**src/rtl/alu_pkg.sv**
```systemverilog
// rtl/alu_pkg.sv - shared constants, opcodes and FSM encoding for the ALU issue stage
package alu_pkg;

    localparam int NREGS     = 4;
    localparam int REG_IDX_W = 2;
    localparam int DATA_W    = 8;
    localparam int OP_W      = 3;

    localparam logic [OP_W-1:0] OP_AND = 3'b000;
    localparam logic [OP_W-1:0] OP_OR  = 3'b001;
    localparam logic [OP_W-1:0] OP_NOT = 3'b010;
    localparam logic [OP_W-1:0] OP_XOR = 3'b011;
    localparam logic [OP_W-1:0] OP_ADD = 3'b100;
    localparam logic [OP_W-1:0] OP_SUB = 3'b101;
    localparam logic [OP_W-1:0] OP_LSL = 3'b110;
    localparam logic [OP_W-1:0] OP_LSR = 3'b111;

    typedef enum logic [1:0] {
        IDLE = 2'd0,
        EXEC = 2'd1,
        DONE = 2'd2
    } state_t;

endpackage

```
**src/rtl/alu_issue_if.sv**
```systemverilog
// rtl/alu_issue_if.sv - instruction handshake and result strobe bundle for alu_issue
//   instr_valid/instr_ready : instruction handshake
//   instr_op/rd/ra/rb       : opcode and register indices
//   res_valid/data/zero     : one-cycle result strobe and held result
interface alu_issue_if;
    import alu_pkg::*;

    logic                 instr_valid;
    logic                 instr_ready;
    logic [OP_W-1:0]      instr_op;
    logic [REG_IDX_W-1:0] instr_rd;
    logic [REG_IDX_W-1:0] instr_ra;
    logic [REG_IDX_W-1:0] instr_rb;
    logic                 res_valid;
    logic [DATA_W-1:0]    res_data;
    logic                 res_zero;

    modport master (
        output instr_valid, instr_op, instr_rd, instr_ra, instr_rb,
        input  instr_ready, res_valid, res_data, res_zero
    );

    modport slave (
        input  instr_valid, instr_op, instr_rd, instr_ra, instr_rb,
        output instr_ready, res_valid, res_data, res_zero
    );

endinterface

```
**src/rtl/regfile4x8.sv**
```systemverilog
// rtl/regfile4x8.sv - 4x8 register file, two async read ports, writeback and load write ports
//   clk, rst         : clock, async active-high reset (clears all entries)
//   ra_idx/ra_data   : read port A
//   rb_idx/rb_data   : read port B
//   wb_en/idx/data   : writeback port (wins over load on the same index)
//   ld_en/idx/data   : direct load port
module regfile4x8
    import alu_pkg::*;
(
    input  logic                 clk,
    input  logic                 rst,
    input  logic [REG_IDX_W-1:0] ra_idx,
    output logic [DATA_W-1:0]    ra_data,
    input  logic [REG_IDX_W-1:0] rb_idx,
    output logic [DATA_W-1:0]    rb_data,
    input  logic                 wb_en,
    input  logic [REG_IDX_W-1:0] wb_idx,
    input  logic [DATA_W-1:0]    wb_data,
    input  logic                 ld_en,
    input  logic [REG_IDX_W-1:0] ld_idx,
    input  logic [DATA_W-1:0]    ld_data
);

    logic [DATA_W-1:0] regs [NREGS];

    always_ff @(posedge clk or posedge rst) begin
        if (rst) begin
            for (int i = 0; i < NREGS; i++) begin
                regs[i] <= '0;
            end
        end else begin
            for (int i = 0; i < NREGS; i++) begin
                // A load colliding with writeback on the same entry is dropped.
                if (wb_en && (wb_idx == REG_IDX_W'(i))) begin
                    regs[i] <= wb_data;
                end else if (ld_en && (ld_idx == REG_IDX_W'(i))) begin
                    regs[i] <= ld_data;
                end
            end
        end
    end

    assign ra_data = regs[ra_idx];
    assign rb_data = regs[rb_idx];

endmodule

```
**src/rtl/alu_issue.sv**
```systemverilog
// rtl/alu_issue.sv - issue/writeback stage feeding an external 8-bit ALU
//   clk, rst                 : clock, async active-high reset
//   bus (slave)              : instruction handshake in, result strobe out
//   ld_en/ld_reg/ld_data     : direct register load, honoured in every state
//   alu_opcode/alu_a/alu_b   : registered ALU inputs, held outside EXEC
//   alu_d                    : combinational ALU result, captured in EXEC
//   busy                     : instruction in flight
module alu_issue
    import alu_pkg::*;
(
    input  logic                 clk,
    input  logic                 rst,
    alu_issue_if.slave           bus,
    input  logic                 ld_en,
    input  logic [REG_IDX_W-1:0] ld_reg,
    input  logic [DATA_W-1:0]    ld_data,
    output logic [OP_W-1:0]      alu_opcode,
    output logic [DATA_W-1:0]    alu_a,
    output logic [DATA_W-1:0]    alu_b,
    input  logic [DATA_W-1:0]    alu_d,
    output logic                 busy
);

    state_t               state;
    state_t               state_nxt;
    logic                 accept;
    logic                 wb_en;
    logic [REG_IDX_W-1:0] rd_q;
    logic [DATA_W-1:0]    rf_a;
    logic [DATA_W-1:0]    rf_b;
    logic [DATA_W-1:0]    res_q;

    always_ff @(posedge clk or posedge rst) begin
        if (rst) begin
            state <= IDLE;
        end else begin
            state <= state_nxt;
        end
    end

    always_comb begin
        state_nxt       = state;
        bus.instr_ready = 1'b0;
        bus.res_valid   = 1'b0;
        busy            = 1'b1;
        accept          = 1'b0;
        wb_en           = 1'b0;
        case (state)
            IDLE: begin
                busy = 1'b0;
                // A pending load blocks acceptance so operands are never
                // read on the same edge a register is being loaded.
                bus.instr_ready = !ld_en && !rst;
                accept          = bus.instr_valid && bus.instr_ready;
                if (accept) begin
                    state_nxt = EXEC;
                end
            end
            EXEC: begin
                wb_en     = 1'b1;
                state_nxt = DONE;
            end
            DONE: begin
                bus.res_valid = 1'b1;
                state_nxt     = IDLE;
            end
            default: begin
                state_nxt = IDLE;
            end
        endcase
    end

    always_ff @(posedge clk or posedge rst) begin
        if (rst) begin
            alu_opcode <= '0;
            alu_a      <= '0;
            alu_b      <= '0;
            rd_q       <= '0;
            res_q      <= '0;
        end else begin
            if (accept) begin
                alu_opcode <= bus.instr_op;
                alu_a      <= rf_a;
                alu_b      <= rf_b;
                rd_q       <= bus.instr_rd;
            end
            if (wb_en) begin
                res_q <= alu_d;
            end
        end
    end

    assign bus.res_data = res_q;
    assign bus.res_zero = (res_q == '0);

    regfile4x8 u_regfile (
        .clk     (clk),
        .rst     (rst),
        .ra_idx  (bus.instr_ra),
        .ra_data (rf_a),
        .rb_idx  (bus.instr_rb),
        .rb_data (rf_b),
        .wb_en   (wb_en),
        .wb_idx  (rd_q),
        .wb_data (alu_d),
        .ld_en   (ld_en),
        .ld_idx  (ld_reg),
        .ld_data (ld_data)
    );

endmodule

```
**src/flat_wrapper.sv**
```systemverilog
// flat-port wrapper written by rule: the top's interface ports become plain ports
module alu_issue_flat import alu_pkg::*;
  (clk, rst, ld_en, ld_reg, ld_data, alu_opcode, alu_a, alu_b, alu_d, busy, bus_instr_valid, bus_instr_op, bus_instr_rd, bus_instr_ra, bus_instr_rb, bus_instr_ready, bus_res_valid, bus_res_data, bus_res_zero);
  alu_issue_if bus_i ();
  input  logic clk;
  input  logic rst;
  input  logic ld_en;
  input  logic [REG_IDX_W-1:0] ld_reg;
  input  logic [DATA_W-1:0] ld_data;
  output logic [OP_W-1:0] alu_opcode;
  output logic [DATA_W-1:0] alu_a;
  output logic [DATA_W-1:0] alu_b;
  input  logic [DATA_W-1:0] alu_d;
  output logic busy;
  input wire logic [$bits(bus_i.instr_valid)-1:0] bus_instr_valid;
  input wire logic [$bits(bus_i.instr_op)-1:0] bus_instr_op;
  input wire logic [$bits(bus_i.instr_rd)-1:0] bus_instr_rd;
  input wire logic [$bits(bus_i.instr_ra)-1:0] bus_instr_ra;
  input wire logic [$bits(bus_i.instr_rb)-1:0] bus_instr_rb;
  output wire logic [$bits(bus_i.instr_ready)-1:0] bus_instr_ready;
  output wire logic [$bits(bus_i.res_valid)-1:0] bus_res_valid;
  output wire logic [$bits(bus_i.res_data)-1:0] bus_res_data;
  output wire logic [$bits(bus_i.res_zero)-1:0] bus_res_zero;
  assign bus_i.instr_valid = bus_instr_valid;
  assign bus_i.instr_op = bus_instr_op;
  assign bus_i.instr_rd = bus_instr_rd;
  assign bus_i.instr_ra = bus_instr_ra;
  assign bus_i.instr_rb = bus_instr_rb;
  assign bus_instr_ready = bus_i.instr_ready;
  assign bus_res_valid = bus_i.res_valid;
  assign bus_res_data = bus_i.res_data;
  assign bus_res_zero = bus_i.res_zero;
  alu_issue u_core (.clk(clk), .rst(rst), .bus(bus_i), .ld_en(ld_en), .ld_reg(ld_reg), .ld_data(ld_data), .alu_opcode(alu_opcode), .alu_a(alu_a), .alu_b(alu_b), .alu_d(alu_d), .busy(busy));
endmodule
```
**config.mk**
```make
export PLATFORM = sky130hd
export DESIGN_NAME = alu_issue_flat
export DESIGN_NICKNAME = d
export VERILOG_FILES = /design/src/rtl/alu_pkg.sv /design/src/rtl/alu_issue_if.sv /design/src/rtl/regfile4x8.sv /design/src/rtl/alu_issue.sv /design/src/flat_wrapper.sv
export SDC_FILE = /design/constraint.sdc
export NUM_CORES = 1
export LEC_CHECK = 0
export BUFFER_PORTS_ARGS = -buffer_cell sky130_fd_sc_hd__buf_2
export CAP_MARGIN = 0
export CORE_ASPECT_RATIO = 1.1
export CORE_MARGIN = 2
export CORE_UTILIZATION = 44
export DETAILED_ROUTE_END_ITERATION = 8
export PLACE_DENSITY = 0.69
export SETUP_SLACK_MARGIN = 0.4
export SYNTH_ARGS = -nofsm -noshare
export SYNTH_HDL_FRONTEND = slang
export SYNTH_SLANG_ARGS = --single-unit
```
**constraint.sdc**
```tcl
create_clock -name clk -period 5.2 [get_ports clk]
set_input_delay 0.78 -clock clk [delete_from_list [all_inputs] [get_ports clk]]
set_output_delay 0.78 -clock clk [all_outputs]
set_load 0.03 [all_outputs]
```
# After elaboration in Yosys (flattened, before gate mapping)
# Index checks and enable logic that the tools add are counted.
# word_totals
regBits	63
out_inout_bits	31
wordCells	64
# classes
n_reduce_logical	20
n_eq_ne	9
bitwise	2
magnitude_cmp	2
mux	21
# ops
operator	n
2-to-1 mux 8 bit	12
binary-select mux 8 bit (select 2 bit)	2
== test 2 bit (second input constant)	5
logical AND 1 bit	10
logical NOT 8 bit	1
nonzero test 2 bit	4
== test 2 x 1 -> 1 bit (second input constant)	3
>= comparator 3 bit (second input constant)	2
logical NOT 2 bit	3
inverter 2 -> 3 bit	2
2-to-1 mux 1 bit	5
case mux 2 bit (2 select lines)	1
logical NOT 1 bit	2
2-to-1 mux 2 bit	1
inequality test 2 x 1 -> 1 bit (second input constant)	1

# Depth between registers and ports, before layout
# Gate-level depths: netlist (run 1).
# logic_depth
depth_word	5
mapped_depth	4
depth_no_buf	3

# Hierarchy
# Synthesis (run 1) repeated with hierarchy kept, for this count alone.
# hier_totals
cells_unflattened	279
hier_area_um2	3268.1
# by_module_without_submodules
mod	cells_per_inst	instances	seq_area_each_um2	area_each_um2
regfile4x8	205	1	800.8	1988.2
alu_issue	74	1	775.7	1280.0

# Worst setup path before layout (run 1)
# No wires, ideal clock.
# synth_path
kind	register to output
start	reg u_core.res_q[3], in the netlist u_core.bus.res_data[3]
end	out bus_res_zero
path_slack_ns	2.971
path_stages_with_launch	3
arrival_time_ns	1.449
n_path_buf	0
path_cell_list	dfrtp_1 > or4_1 > nor2_1
# synth_via
elab_chain_cells	1
# synth_rtl
element	line	source
start, declared	alu_issue.sv:31	logic [DATA_W-1:0] res_q;
start signal, assigned	alu_issue.sv:88	res_q <= alu_d;
logical NOT 8 bit	alu_issue.sv:94	assign bus.res_zero = (res_q == '0);
end, declared	flat_wrapper.sv:23	output wire logic [$bits(bus_i.res_zero)-1:0] bus_res_zero;
# No other way between the ends.

# Final worst setup path (run 1)
# Ends and elaborated chain as after synthesis.

==> reports/results.ini, run 1 <==
[synthesis]
postSynth.topFlopCell = sky130_fd_sc_hd__dfrtp_1
synth.yosys.seq_area_share = 0.498
synth-edff-count = 0
synth_async_sr_flop_share = 1.00
yosysWarnings = 0
synth.largest_area_cell = sky130_fd_sc_hd__dfrtp_1
synth_seq_cells = 63
synthTopCellsByArea = sky130_fd_sc_hd__dfrtp_1 50%, sky130_fd_sc_hd__mux4_2 11%, sky130_fd_sc_hd__mux2i_1 10%
synth_cells = 237
ys_types = 28
synth.avg_cell_area_sq_um = 13.4
mappedNetlistArea_sq_um = 3160
synthesis.nets = 268
synth_top_area_frac = 0.498

[global_routing]
grt-ovfl-total = 0
grt_first_pass_wirelength_microns = 11200
grt_util_all_layers = 0.192
antenna_found_initial = 0
grt_max_degree = 35
via_count_of_the_first_global_routing_pass = 2182

[clock_network]
clock-sinks = 63
holdBufCountCts = 0
cts_buffers = 9
cts-root-to-sink-buffers = 2
clock-root-buffer = sky130_fd_sc_hd__clkbuf_8
postCtsSetupRepairBufs = 0
postCtsResizedCells = 0
cts_tree = built
clock_latency_ns = 0.35
clk_transition_reported_paths_ns = 0.06
htree_num_levels = 3

[timing]
relSlewSlack = 0.514
final_hold_viol_count = 0
slew_violations = 0
finalCritPeriodShare = 0.456
totalNegativeSetupSlack_ns = 0
finalWorstPathRequiredPeriod_ns = 2.37
worst_case_clock_skew_ns = 0.0116
max_freq_mhz = 422
setup_viol = 0
slew_worst_pin_ns = 0.725
timing.hold.ws_ns = 0.505
grt_setup_unrepaired = no

[layout]
regArea_sq_um = 1580
final.fill_count = 618
antenna-diode-count = 0
multi_input_comb_area_sq_um = 1500
finish.instance_area_sq_um = 3700
post-route-util = 0.528
post_route_cells_drive_above_1_share = 0.416
syn2layout_area_growth_pct = 16.9
fin_cells = 388
num-nets-final = 329

[power]
power.ir.vdd_worst_v = 0.000238
leakagePower_nw = 1.80
powerDensity_nw_per_um2 = 465

[floorplan]
initial_utilization = 0.452
floorplan.die.height_microns = 92.9
core_area_sq_um = 7010
total_number_of_placement_rows = 32
die_area_sq_um = 7890
io-pin-count = 62
chipWidth_microns = 84.9

[placement]
io_buffers = 61
detailed_place_hpwl_microns = 4810
dpl_cell_area_sq_um = 3520
place.gp.congestion = 0.762
place_inst = 372

[detailed_routing]
detail_route.iter0.violations = 141
detailedRoute.firstPassIterationCount = 4
final_antenna_net_count = 0
routedWlPerCell_microns = 18.0
detail_route.drc_violations = 0
num_vias = 2099
drt-total-wl_microns = 6980
detail_route.vias_per_cell = 5.41

[critical_path]
worstPathMaxFanout = 3
cpLargestDelayFamily = simple AND/OR/NAND/NOR gates
timing.critical_path.required_ns = 4.42
worstSetupPathType = flip-flop to output pin
critical_path.slowest_cell = sky130_fd_sc_hd__or4_1
worstPathCellList = or4_1 -> nor2_1 -> buf_2
worst_endpoint_data_arrival_time_ns = 1.59
critical_path_source_type = flip-flop
slowest_delay_ns = 0.54
cp_capture_type = output pin
cp_buf_inv_count = 1

[outcome]
status = complete, no violations

[run]
max_cap_violations = 0

[worst_hold_path]
min-delay-path-class = flip-flop to flip-flop

[path summary, 6_finish.rpt]
path / depth (start not counted) / slack [ns] / from / endpoint
setup / recovery: 3 / 2.83 / u_core.bus.res_data[3] / bus_res_zero
hold / removal: 1 / 0.51 / u_core.alu_b[4] / u_core.alu_b[4]
setup reg to reg: 3 / 3.40 / u_core.state[1] / u_core.alu_b[1]
hold reg to reg: 1 / 0.51 / u_core.alu_b[4] / u_core.alu_b[4]
max in group asynchronous: 3 / 3.77 / rst / u_core.u_regfile.regs[30]
min in group asynchronous: 2 / 0.54 / rst / u_core.alu_opcode[2]
[registers in the layout (all words and copies together) (netlist names)]
| signal | cells |
|---|---|
| u_core.u_regfile.regs | 32 |
| u_core.alu_a | 8 |
| u_core.alu_b | 8 |
| u_core.bus.res_data | 8 |
| u_core.alu_opcode | 3 |
| u_core.rd_q | 2 |
| u_core.state | 2 |
[metrics by stage]
stage | power [mW] | setup slack (ns)
after floorplan | 1.18 | 2.85
after global placement | 1.33 | 3.03
after detailed placement | 1.35 | 3.00
after CTS | 1.74 | 2.82
after global routing | 1.81 | 2.79
final | 1.72 | 2.83
[cell usage in the layout, fill, tap and decap left out]
cell / synthesis / final
sky130_fd_sc_hd__nor2_1: 9 / 9
sky130_fd_sc_hd__or4_1: 2 / 2
sky130_fd_sc_hd__o21ai_1: 2 / 2
sky130_fd_sc_hd__clkinvlp_4: 0 / 1
sky130_fd_sc_hd__nand3b_1: 2 / 2
sky130_fd_sc_hd__nor2b_1: 1 / 1
sky130_fd_sc_hd__o21ai_0: 22 / 22
sky130_fd_sc_hd__clkbuf_8: 0 / 11
sky130_fd_sc_hd__clkinv_2: 0 / 2
sky130_fd_sc_hd__inv_1: 3 / 2
sky130_fd_sc_hd__inv_2: 0 / 1
sky130_fd_sc_hd__mux2_4: 19 / 19
sky130_fd_sc_hd__nand3_1: 1 / 1
sky130_fd_sc_hd__buf_2: 5 / 61
sky130_fd_sc_hd__nor3b_1: 1 / 1
sky130_fd_sc_hd__mux2i_1: 32 / 32
sky130_fd_sc_hd__dfrtp_1: 63 / 63
sky130_fd_sc_hd__nand2b_1: 1 / 1
sky130_fd_sc_hd__clkbuf_1: 5 / 2
sky130_fd_sc_hd__mux2_1: 2 / 2
sky130_fd_sc_hd__nand4b_1: 1 / 1
sky130_fd_sc_hd__or2_2: 1 / 1
sky130_fd_sc_hd__nand2_2: 1 / 1
sky130_fd_sc_hd__nor4b_2: 1 / 1
sky130_fd_sc_hd__nand2_1: 24 / 24
sky130_fd_sc_hd__buf_4: 0 / 3
sky130_fd_sc_hd__mux2_2: 8 / 8
sky130_fd_sc_hd__mux4_2: 16 / 16
sky130_fd_sc_hd__a21oi_1: 8 / 8
sky130_fd_sc_hd__nor4_4: 1 / 1
sky130_fd_sc_hd__and4bb_1: 2 / 2
[cells by family (layout without fill, tap and decap cells)]
family                 Yosys count  count (layout)  synth area share
buffers and inverters           17              83            0.0277
flip-flops                      63              63             0.498
multiplexers                    77              77             0.341
AO/OA/AOI/OAI                   32              32            0.0506
AND/OR/NAND/NOR                 48              48            0.0826
[cell type report]
cell class / count / share of cell area
clock buffers: 13 / 0.0430
clock inverters: 3 / 0.00474
well taps: 85 / 0.0288
multi-input cells: 157 / 0.406
repair buffers: 64 / 0.0886
inverters: 3 / 0.00304
flip-flops and latches: 63 / 0.426
[cells in the mapped netlist (2+ instances only)]
cell type	number
sky130_fd_sc_hd__and4bb_1	2
sky130_fd_sc_hd__nand3b_1	2
sky130_fd_sc_hd__buf_6	2
sky130_fd_sc_hd__inv_1	3
sky130_fd_sc_hd__buf_2	5
sky130_fd_sc_hd__mux2_4	19
sky130_fd_sc_hd__clkbuf_1	5
sky130_fd_sc_hd__o21ai_0	22
sky130_fd_sc_hd__a21oi_1	8
sky130_fd_sc_hd__o21ai_1	2
sky130_fd_sc_hd__mux4_2	16
sky130_fd_sc_hd__clkbuf_2	2
sky130_fd_sc_hd__mux2i_1	32
sky130_fd_sc_hd__nor2_1	9
sky130_fd_sc_hd__nand2_1	24
sky130_fd_sc_hd__dfrtp_1	63
sky130_fd_sc_hd__mux2_2	8
sky130_fd_sc_hd__mux2_1	2
sky130_fd_sc_hd__or4_1	2
[report_power, final]
group | switching [mW] | leakage [nW] | internal [mW]
clock network | 0.188 | 0.0894 | 0.198
registers | 0.109 | 0.749 | 0.647
logic | 0.305 | 0.961 | 0.273
[routing by layer]
metal | share of wire | GRT usage | routed length, microns | vias up
li1 | - | - | - | 988
met1 | 0.42 | 0.234 | 2930 | 1040
met2 | 0.51 | 0.326 | 3570 | 56
met3 | 0.040 | 0.0321 | 279 | 15
met4 | 0.028 | 0.101 | 195 | 0
met5 | 0 | 0 | 0 | -
No activity file was read; power rests on OpenSTA's default activity.
==> run 2: changes to the inputs <==
PLACE_DENSITY = 0.72   (was 0.69)
clock period = 2 ns   (was 5.2 ns; I/O delays follow)
==> reports/results.ini, run 2 (same netlist as run 1, synthesis figures left out) <==
[critical_path]
slowest_delay_ns = 0.52  ; -0.02 ns
worstPathMaxFanout = 2  ; -1
cp_capture_type = output pin
critical_path_source_type = flip-flop
critical_path.slowest_cell = sky130_fd_sc_hd__or4_4
worstPathCellList = or4_4 -> nor2_4 -> buf_6
timing.critical_path.required_ns = 1.70  ; -2.72 ns
worst_endpoint_data_arrival_time_ns = 1.52  ; -0.07 ns
worstSetupPathType = flip-flop to output pin

[detailed_routing]
detail_route.drc_violations = 0  ; unchanged
routedWlPerCell_microns = 17.7  ; -1.8%
detailedRoute.firstPassIterationCount = 4  ; unchanged
final_antenna_net_count = 0  ; unchanged
detail_route.vias_per_cell = 5.47  ; +1.2%
num_vias = 2184  ; +4.0%
drt-total-wl_microns = 7050  ; +1.0%
detail_route.iter0.violations = 98  ; -30%

[timing]
totalNegativeSetupSlack_ns = 0  ; unchanged
finalWorstPathRequiredPeriod_ns = 1.82
setup_viol = 0  ; unchanged
max_freq_mhz = 551
timing.final.ws_setup_ns = 0.185  ; -2.64 ns
grt_setup_unrepaired = yes
timing.hold.ws_ns = 0.0368  ; -0.469 ns
slew_worst_pin_ns = 0.581  ; -0.144 ns
slew_violations = 0  ; unchanged
relSlewSlack = 0.612  ; +0.0975
finalCritPeriodShare = 0.908
worst_case_clock_skew_ns = 0.00378  ; -0.00777 ns
final_hold_viol_count = 0  ; unchanged

[global_routing]
antenna_found_initial = 0  ; unchanged
grt_first_pass_wirelength_microns = 11600  ; +3.1%
grt-ovfl-total = 0  ; unchanged
grt_util_all_layers = 0.196  ; +0.00377
via_count_of_the_first_global_routing_pass = 2253  ; +3.3%
grt_max_degree = 40  ; +14%

[layout]
antenna-diode-count = 0  ; unchanged
post-route-util = 0.554  ; +0.0262
final_common_cell = sky130_fd_sc_hd__dfrtp_1
commonest_cells_after_routing_fill_and_taps_aside = 60 x sky130_fd_sc_hd__dfrtp_1, 58 x sky130_fd_sc_hd__buf_2, 32 x sky130_fd_sc_hd__mux2i_1
post_route_cells_drive_above_1_share = 0.462  ; +0.0459
syn2layout_area_growth_pct = 22.7
num-nets-final = 340  ; +3.3%
largest-register = u_core.u_regfile.regs
largest_register_ffs = 32  ; unchanged
finish.instance_area_sq_um = 3880  ; +5.0%

[power]
powerDensity_nw_per_um2 = 1230  ; +160%
power.ir.vdd_worst_v = 0.000729  ; +210%
leakagePower_nw = 1.88  ; +4.5%

[placement]
io_buffers = 61  ; unchanged
place.gp.congestion = 0.745  ; -2.2%
detailed_place_hpwl_microns = 4870  ; +1.1%
dp_slack_ns = 0.432  ; -2.57 ns
dpl_cell_area_sq_um = 3590  ; +1.8%

[clock_network]
clock-sinks = 63  ; unchanged
cts_tree = built
htree_num_levels = 3  ; unchanged
clk_transition_reported_paths_ns = 0.06  ; about the same
cts_buffers = 9  ; unchanged
clock_latency_ns = 0.35  ; about the same
holdBufCountCts = 0  ; unchanged
clock-root-buffer = sky130_fd_sc_hd__clkbuf_8
cts-root-to-sink-buffers = 2  ; unchanged

[floorplan]
core_area_sq_um = 7010  ; unchanged
io-pin-count = 62  ; unchanged
initial_utilization = 0.452  ; unchanged
chipWidth_microns = 84.9  ; unchanged
total_number_of_placement_rows = 32  ; unchanged
floorplan.die.height_microns = 92.9  ; unchanged
die_area_sq_um = 7890  ; unchanged

[outcome]
status = complete, no violations

[worst_hold_path]
min-delay-path-class = input pin to async pin

[run]
max_cap_violations = 0  ; unchanged

==> run 2: cell types whose count changed in the layout (fill, tap and decap cells not counted), sizes merged <==
cell / change
clkbuf: +1
clkinv: -1
bufinv: +1
buf: +11
inv: -1
==> run 2: report_power, final <==
group	internal, mW	switching [mW]	total, mW
sequential	1.68	0.284	1.97
clock	0.744	0.484	1.23
combinational	0.749	0.811	1.56
==> run 2: cell type report <==
class,count,area [sq um]
clock inverter,2,35.0
sequential,63,1580
tap,85,106
clock buffer,14,193
fill,582,3120
inverter,3,15.0
multi-input combinational,157,1520
timing repair buffer,75,438
==> run 2: what timing repair did <==
action | 4_1_cts | 5_1_grt
gates resized for setup | 6 | 3
buffers inserted | 5 | 1
pin swaps | 1 | 3
setup endpoints to repair | 3 | 3
==> run 2: per-stage QoR <==
| step | power [mW] | instances |
|---|---|---|
| floorplan | 3.07 | 237 |
| global placement | 3.46 | 377 |
| detailed placement | 3.53 | 377 |
| CTS | 4.80 | 398 |
| global route | 5.00 | 399 |
| finish | 4.76 | 399 |
==> run 2: final timing paths <==
path,from,endpoint,slack (ns),cells after the start
min in group clk,bus_instr_rd[1],u_core.rd_q[1],0.18,2
worst max-delay path,u_core.bus.res_data[7],bus_res_zero,0.18,3
worst min register to register,u_core.alu_opcode[1],u_core.alu_opcode[1],0.50,1
max in group asynchronous,rst,u_core.alu_b[3],1.39,3
worst min-delay path,rst,u_core.rd_q[1],0.04,2
worst max register to register,u_core.state[0],u_core.alu_b[3],0.47,4
==> run 2: worst max-delay path: cells and delay by family, from the launching register on <==
family / cells / cell delay (ns)
buffers and inverters: 1 / 0.13
AND/OR/NAND/NOR: 2 / 0.64
flip-flops: 1 / 0.40
==> run 2: per-layer routing <==
| layer | track usage | up-vias | wire [microns] |
|---|---|---|---|
| met5 | 0 | - | 0 |
| met4 | 0.114 | 0 | 178 |
| met3 | 0.0330 | 15 | 277 |
| met2 | 0.327 | 51 | 3590 |
| met1 | 0.238 | 1109 | 3010 |
| li1 | - | 1009 | - |
